## src/rtl/serial_to_parallel_4b_if.sv

```systemverilog
// Handshake bundle for the serial-to-parallel receiver: serial bit input side,
// parallel word output side and status.
interface serial_to_parallel_4b_if #(
  parameter int unsigned WIDTH = 4
);
  logic             start;
  logic             msb_first;
  logic             bit_valid;
  logic             bit_in;
  logic [WIDTH-1:0] data_out;
  logic             data_valid;
  logic             data_ready;
  logic             busy;
  logic             overrun;

  modport slave (
    input  start, msb_first, bit_valid, bit_in, data_ready,
    output data_out, data_valid, busy, overrun
  );

  modport master (
    output start, msb_first, bit_valid, bit_in, data_ready,
    input  data_out, data_valid, busy, overrun
  );
endinterface

```

## src/rtl/serial_to_parallel_4b.sv

```systemverilog
// Reassembles a serial carry-out bit stream (LSB- or MSB-first) into WIDTH-bit
// words, delivered over valid/ready with one held-word slot and sticky overrun.
module serial_to_parallel_4b #(
  parameter int unsigned WIDTH = 4
) (
  input  logic                   clk,
  input  logic                   rst,
  serial_to_parallel_4b_if.slave bus
);
  localparam int unsigned CNT_W = $clog2(WIDTH);

  typedef enum logic [1:0] {S_IDLE, S_SHIFT, S_HOLD} state_e;

  state_e           state_q, state_d;
  logic [WIDTH-1:0] sr_q, sr_d, sr_next;
  logic [WIDTH-1:0] data_out_q, data_out_d;
  logic [CNT_W-1:0] cnt_q, cnt_d;
  logic             order_q, order_d;
  logic             data_valid_q, data_valid_d;
  logic             overrun_q, overrun_d;
  logic             busy_q, busy_d;
  logic             slot_free, handshake, last_bit;

  always_comb begin
    handshake    = data_valid_q & bus.data_ready;
    slot_free    = ~data_valid_q | bus.data_ready;
    last_bit     = (cnt_q == CNT_W'(WIDTH - 1));
    sr_next      = order_q ? {sr_q[WIDTH-2:0], bus.bit_in} : {bus.bit_in, sr_q[WIDTH-1:1]};
    state_d      = state_q;
    sr_d         = sr_q;
    cnt_d        = cnt_q;
    order_d      = order_q;
    overrun_d    = overrun_q;
    data_out_d   = data_out_q;
    // A consumed word frees the slot unless something below reloads it
    data_valid_d = data_valid_q & ~bus.data_ready;

    if (bus.start) begin
      // start (re)opens a frame from any state; a same-cycle bit is dropped
      state_d   = S_SHIFT;
      sr_d      = '0;
      cnt_d     = '0;
      order_d   = bus.msb_first;
      overrun_d = 1'b0;
    end else begin
      case (state_q)
        S_SHIFT: begin
          if (bus.bit_valid) begin
            sr_d = sr_next;
            if (last_bit) begin
              cnt_d = '0;
              if (slot_free) begin
                data_out_d   = sr_next;
                data_valid_d = 1'b1;
              end else begin
                state_d = S_HOLD;
              end
            end else begin
              cnt_d = cnt_q + CNT_W'(1);
            end
          end
        end
        S_HOLD: begin
          if (bus.bit_valid) overrun_d = 1'b1;
          if (handshake) begin
            data_out_d   = sr_q;
            data_valid_d = 1'b1;
            cnt_d        = '0;
            state_d      = S_SHIFT;
          end
        end
        default: ;
      endcase
    end

    busy_d = (state_d != S_IDLE);
  end

  always_ff @(posedge clk) begin
    if (rst) begin
      state_q      <= S_IDLE;
      sr_q         <= '0;
      cnt_q        <= '0;
      order_q      <= 1'b0;
      data_out_q   <= '0;
      data_valid_q <= 1'b0;
      overrun_q    <= 1'b0;
      busy_q       <= 1'b0;
    end else begin
      state_q      <= state_d;
      sr_q         <= sr_d;
      cnt_q        <= cnt_d;
      order_q      <= order_d;
      data_out_q   <= data_out_d;
      data_valid_q <= data_valid_d;
      overrun_q    <= overrun_d;
      busy_q       <= busy_d;
    end
  end

  assign bus.data_out   = data_out_q;
  assign bus.data_valid = data_valid_q;
  assign bus.busy       = busy_q;
  assign bus.overrun    = overrun_q;
endmodule
```

## src/flat_wrapper.sv

```systemverilog
// flat-port wrapper written by rule: the top's interface ports become plain ports
module serial_to_parallel_4b_flat 
#(
  parameter int unsigned WIDTH = 4
)
  (clk, rst, bus_start, bus_msb_first, bus_bit_valid, bus_bit_in, bus_data_ready, bus_data_out, bus_data_valid, bus_busy, bus_overrun);
  serial_to_parallel_4b_if #(.WIDTH(WIDTH)) bus_i ();
  input  logic clk;
  input  logic rst;
  input wire logic [$bits(bus_i.start)-1:0] bus_start;
  input wire logic [$bits(bus_i.msb_first)-1:0] bus_msb_first;
  input wire logic [$bits(bus_i.bit_valid)-1:0] bus_bit_valid;
  input wire logic [$bits(bus_i.bit_in)-1:0] bus_bit_in;
  input wire logic [$bits(bus_i.data_ready)-1:0] bus_data_ready;
  output wire logic [$bits(bus_i.data_out)-1:0] bus_data_out;
  output wire logic [$bits(bus_i.data_valid)-1:0] bus_data_valid;
  output wire logic [$bits(bus_i.busy)-1:0] bus_busy;
  output wire logic [$bits(bus_i.overrun)-1:0] bus_overrun;
  assign bus_i.start = bus_start;
  assign bus_i.msb_first = bus_msb_first;
  assign bus_i.bit_valid = bus_bit_valid;
  assign bus_i.bit_in = bus_bit_in;
  assign bus_i.data_ready = bus_data_ready;
  assign bus_data_out = bus_i.data_out;
  assign bus_data_valid = bus_i.data_valid;
  assign bus_busy = bus_i.busy;
  assign bus_overrun = bus_i.overrun;
  serial_to_parallel_4b #(.WIDTH(WIDTH)) u_core (.clk(clk), .rst(rst), .bus(bus_i));
endmodule
```

## config.mk

```make
export PLATFORM = sky130hd
export DESIGN_NAME = serial_to_parallel_4b_flat
export DESIGN_NICKNAME = d
export VERILOG_FILES = /design/src/rtl/serial_to_parallel_4b_if.sv /design/src/rtl/serial_to_parallel_4b.sv /design/src/flat_wrapper.sv
export SDC_FILE = /design/constraint.sdc
export NUM_CORES = 1
export LEC_CHECK = 0
export ABC_AREA = 1
export CORE_MARGIN = 4
export CORE_UTILIZATION = 45
export DETAILED_ROUTE_END_ITERATION = 6
export GPL_ROUTABILITY_DRIVEN = 0
export PLACE_DENSITY = 0.69
export SYNTH_ARGS = -nofsm -noshare
export SYNTH_HDL_FRONTEND = slang
export SYNTH_SLANG_ARGS = --single-unit
```

## constraint.sdc

```tcl
create_clock -name clk -period 1.8 [get_ports clk]
set_input_delay 0.18 -clock clk [delete_from_list [all_inputs] [get_ports clk]]
set_output_delay 0.18 -clock clk [all_outputs]
set_load 0.05 [all_outputs]
```

==> flow_summary.toml, run 1 <==
[final_layout]
n_antenna_cell = 0
area_growth_pct = 21.2
layout.nets = 165
final_cell_mix = "nand2_1, inv_1, nor2_1, dfxtp_1, clkdlybuf4s50_1"
drive_gt1_share_pct = 9.09
layout_commonest_cell = "nand2_1"

[setup_path]
crit_family = "buffers and inverters"
slowest_stage = "clkdlybuf4s50_1"
rrSetupSlack_ps = 340
worst_r2r_startpoint = "u_core.state_q[0]"
cp_data_required_time_ps = 1620
cp_num_buf_inv = 1
path_cells = "clkdlybuf4s50_1"
startpoint_type = "flip-flop"
worstRegToRegCells = 8
slowest_delay_ps = 800
arrival_ps = 1430
worstPathMaxFanout = 2
path_class = "flip-flop to primary output"
r2r-end = "u_core.cnt_q[1]"
end_kind = "primary output"

[min_path]
min_to = "u_core.order_q"
hold_class = "primary input to flip-flop"
holdPathStages = 3
min_from = "bus_msb_first"

[global_route]
grt_pass1_vias = 779
antenna_found_initial = 0
grt_usage_pct = 16.7
grt_max_degree = 11
globalRouteOverflowTotal = 0
grt_pass1_wl_um = 3370

[synth]
synth.distinct_cells = 20
syn_inst = 139
syn_avg_cell_area_um2 = 6.36
synth-seq-cells = 16
synth_nets = 149
synth_area_um2 = 885
ys_seq_area_share_pct = 36.2
yosys_warnings = 0

[sta]
tightest_slew_ps = 504
hold_ws_ps = 486
period_minus_slack_ps = 1610
final_max_slew_viol_count = 0
slew_headroom_pct = 66.4
fmax_ghz = 0.621
min_period_over_period_pct = 89.5
rsz0062_at_grt = "no"
finalSetupViolCount = 0
fin_skew_ps = 3.57
finalHoldViolations = 0
tns_ps = 0

[pwr]
pwr-share-comb_pct = 18.1
ir_worst_vdd_mv = 0.473
cellLeakagePower_uw = 0.000558
p_int_uw = 544
power_frac_clock_pct = 31.9
p_per_area_mw_per_mm2 = 710
power_switching_uw = 218
netSwitchingFraction_pct = 28.6
seqPwrFrac_pct = 49.9

[run_status]
outcome = "finished, final reports clean"

[cts]
clk_latency_ps = 290
clk_pin_slew_worst_paths_ps = 90
cts_buffers = 3
htree_num_levels = 1
clock-root-buffer = "clkbuf_4"
clkSinkCount = 16
clk_path_buf_depth = 2
post_cts_buffers = 0
cts_tree = "done"

[detailed_routing]
vias_per_cell = 4.69
ant_nets = 0
first_iter_violations = 17
dr.pass1.iters = 4
wl_um = 1840
wl_per_cell_um = 10.3
drc_errors = 0
via_count = 839

[floorplan]
io_pins = 14
die_x_um = 52.3
fp.dieH_um = 52.3
rows = 15
initial_utilization_pct = 49.1
core_region_area_mm2 = 0.00180
die-area_mm2 = 0.00274

[job]
max_cap_violations = 0

[place]
post-dp-hpwl_um = 1440
port_buffers = 13
flip-flops by register name (all words and copies together) (netlist names):
signal and count:
u_core.sr_q 4, u_core.bus.data_valid 1, u_core.state_q 2, u_core.bus.busy 1, u_core.order_q 1, u_core.bus.data_out 4, u_core.bus.overrun 1, u_core.cnt_q 2
cell usage after synthesis (all sizes together):
library cell | count | area [um^2]
ha | 3 | 37.5
o21ai | 8 | 40.0
inv | 27 | 101
nand4 | 1 | 6.26
a211oi | 3 | 22.5
buf | 2 | 12.5
nor2 | 18 | 77.6
a31oi | 1 | 6.26
dfxtp | 16 | 320
nand3 | 5 | 25.0
nor3 | 3 | 20.0
a21oi | 4 | 20.0
nand2 | 48 | 195
layer usage:
metal	share of wire [%]	global-route usage (%)	up-vias
li1	-	-	455
met1	50	22.2	365
met2	44	25.6	15
met3	3.6	3.42	4
met4	1.6	7.66	0
met5	0	0	-
layout make-up:
type	count	area (um^2)
clock buffer	4	36.3
timing repair buffer	13	133
fill	178	729
multi-input combinational	94	450
inverter	27	101
tap	25	31.3
sequential	16	320
kinds of logic after synthesis:
kind of cell / after synthesis / share of synthesized area [%]
buf+inv: 29 / 12.9
fa+ha+maj: 3 / 4.24
flops: 16 / 36.2
simple gates: 75 / 36.6
compound gates: 16 / 10.0
power groups by stage:
stage	sequential, uW	clock, uW	combinational (uW)
final	380	243	138
after global routing	383	265	154
after CTS	380	255	139
after floorplan	411	0	70.6
after detailed placement	389	0	138
after global placement	388	0	138
worst max path at each step:
| stage | startpoint | to | slack (ps) | cells after the start |
|---|---|---|---|---|
| 3_5_place_dp | u_core.state_q[0] | u_core.cnt_q[1] | 350 | 8 |
| 6_report | u_core.bus.data_out[0] | bus_data_out[0] | 190 | 1 |
| 4_1_cts | u_core.bus.data_valid | bus_data_valid | 40 | 1 |
| 5_1_grt | u_core.bus.overrun | bus_overrun | 130 | 1 |
| 3_3_place_gp | bus_bit_valid | u_core.bus.data_out[1] | 380 | 8 |
| 2_1_floorplan | u_core.bus.data_valid | u_core.bus.data_out[0] | 460 | 7 |
through the flow:
stage / setup slack [ps] / instances / cell area [um^2] / utilization (%) / power (uW)
after floorplan: 459 / 139 / 885 / - / 481
after global placement: 379 / 175 / 1030 / 57.4 / 526
after detailed placement: 349 / 175 / 1030 / 57.4 / 527
after CTS: 44.5 / 179 / 1070 / 59.4 / 774
after global routing: 134 / 179 / 1070 / 59.5 / 802
final: 189 / 179 / 1070 / 59.5 / 762
repair_timing:
item | CTS | global route
hold buffers | 0 | 0
setup endpoints to repair | 0 | 1
resized for setup | 0 | 1
(Power assumes the default switching activity.)
==> run 2: changes to the inputs <==
--- a/config.mk
+++ b/config.mk
@@ -6,7 +6,7 @@
 export NUM_CORES = 1
 export LEC_CHECK = 0
 export ABC_AREA = 1
-export CORE_MARGIN = 4
+export CORE_MARGIN = 2
 export CORE_UTILIZATION = 45
 export DETAILED_ROUTE_END_ITERATION = 6
 export GPL_ROUTABILITY_DRIVEN = 0
==> flow_summary.toml, run 2 (synthesized netlist as in run 1, its figures left out) <==
[run_status]
outcome = "finished, final reports clean"

[sta]
final_max_slew_viol_count = 0
rsz0062_at_grt = "no"
min_period_over_period_pct = 95.1
tns_ps = 0
fin_skew_ps = 0.329
finalHoldViolations = 0
finalSetupViolCount = 0
tightest_slew_ps = 500
slew_headroom_pct = 66.5
fmax_ghz = 0.584
period_minus_slack_ps = 1710

[setup_path]
path_class = "flip-flop to primary output"
cp-startpoint = "u_core.bus.data_valid"
crit_family = "buffers and inverters"
cp-endpoint = "bus_data_valid"
crit_cells = 1
cp_num_buf_inv = 1
arrival_ps = 1530
slowest_stage = "clkdlybuf4s50_1"
rrSetupSlack_ps = 320
worst_r2r_startpoint = "u_core.state_q[0]"
cp_data_required_time_ps = 1620
startpoint_type = "flip-flop"
r2r-end = "u_core.cnt_q[1]"
slowest_delay_ps = 830
worstPathMaxFanout = 6
worstRegToRegCells = 8
path_cells = "clkdlybuf4s50_1"
end_kind = "primary output"

[floorplan]
die-area_mm2 = 0.00234
initial_utilization_pct = 46.5
core_region_area_mm2 = 0.00190
die_x_um = 48.3
io_pins = 14
rows = 16
fp.dieH_um = 48.3

[final_layout]
layout_commonest_cell = "nand2_1"
n_antenna_cell = 0
drive_gt1_share_pct = 8.50
layout.nets = 165
final_cell_mix = "nand2_1, inv_1, nor2_1, dfxtp_1, clkdlybuf4s50_1"
area_growth_pct = 19.7
fin_area_mm2 = 0.00106

[cts]
holdBufCountCts = 0
clock-root-buffer = "clkbuf_4"
htree_num_levels = 1
post_cts_buffers = 0
clk_path_buf_depth = 2
cts_buffers = 3
ctsResizeCount = 0
cts_tree = "done"
clk_pin_slew_worst_paths_ps = 90
clkSinkCount = 16
clk_latency_ps = 280

[global_route]
antenna_found_initial = 0
grt_pass1_vias = 778
grt_pass1_wl_um = 3100
grt_max_degree = 11
globalRouteOverflowTotal = 0
grt_usage_pct = 16.5

[detailed_routing]
drc_errors = 0
wl_um = 1740
ant_nets = 0
wl_per_cell_um = 9.66
dr.pass1.iters = 4
first_iter_violations = 19
vias_per_cell = 4.77
via_count = 858

[pwr]
p_per_area_mw_per_mm2 = 663
ir_worst_vdd_mv = 0.435
cellLeakagePower_uw = 0.000533

[job]
max_cap_violations = 0

[place]
placed_cell_area_mm2 = 0.00104
post-dp-hpwl_um = 1390
port_buffers = 13

[min_path]
hold_class = "primary input to flip-flop"
-- run 2: how the worst min path moves through the flow --
stage	cells past startpoint	startpoint	to	slack, ps
after floorplan	2	bus_msb_first	u_core.order_q	310
after global placement	2	u_core.bus.overrun	u_core.bus.overrun	460
after detailed placement	2	u_core.bus.overrun	u_core.bus.overrun	480
after CTS	3	bus_msb_first	u_core.order_q	470
after global routing	3	bus_msb_first	u_core.order_q	510
final	3	bus_msb_first	u_core.order_q	480
-- run 2: layout make-up --
cell class / count / area (um^2)
multi-input cells: 94 / 450
repair buffers: 13 / 130
well taps: 27 / 33.8
inverters: 27 / 101
flip-flops and latches: 16 / 320
fillers: 189 / 843
clock buffers: 3 / 22.5
-- run 2: through the flow --
step	total power, uW	hold WS [ps]	worst slack (ps)	util (%)	std cells
6_report	702	476	87.6	55.7	180
5_1_grt	743	509	20.8	55.7	180
4_1_cts	707	473	83.4	55.7	180
3_5_place_dp	527	483	336	54.5	177
3_3_place_gp	525	461	397	54.5	177
2_1_floorplan	481	315	459	-	139
-- run 2: routing by layer --
layer  vias to the layer above  share of wire (%)  track usage, %
met5                         -                  0               0
met4                         0                1.5            5.71
met3                         5                4.7            3.70
met2                        28                 46            27.1
met1                       373                 47            21.5
li1                        452                  -               -
-- run 2: power by group --
group | internal, uW | switching [uW] | leakage [uW]
sequential | 369 | 11.0 | 0.000131
clock | 77.7 | 106 | 0.0000138
combinational | 51.8 | 86.4 | 0.000389
total | 499 | 203 | 0.000533
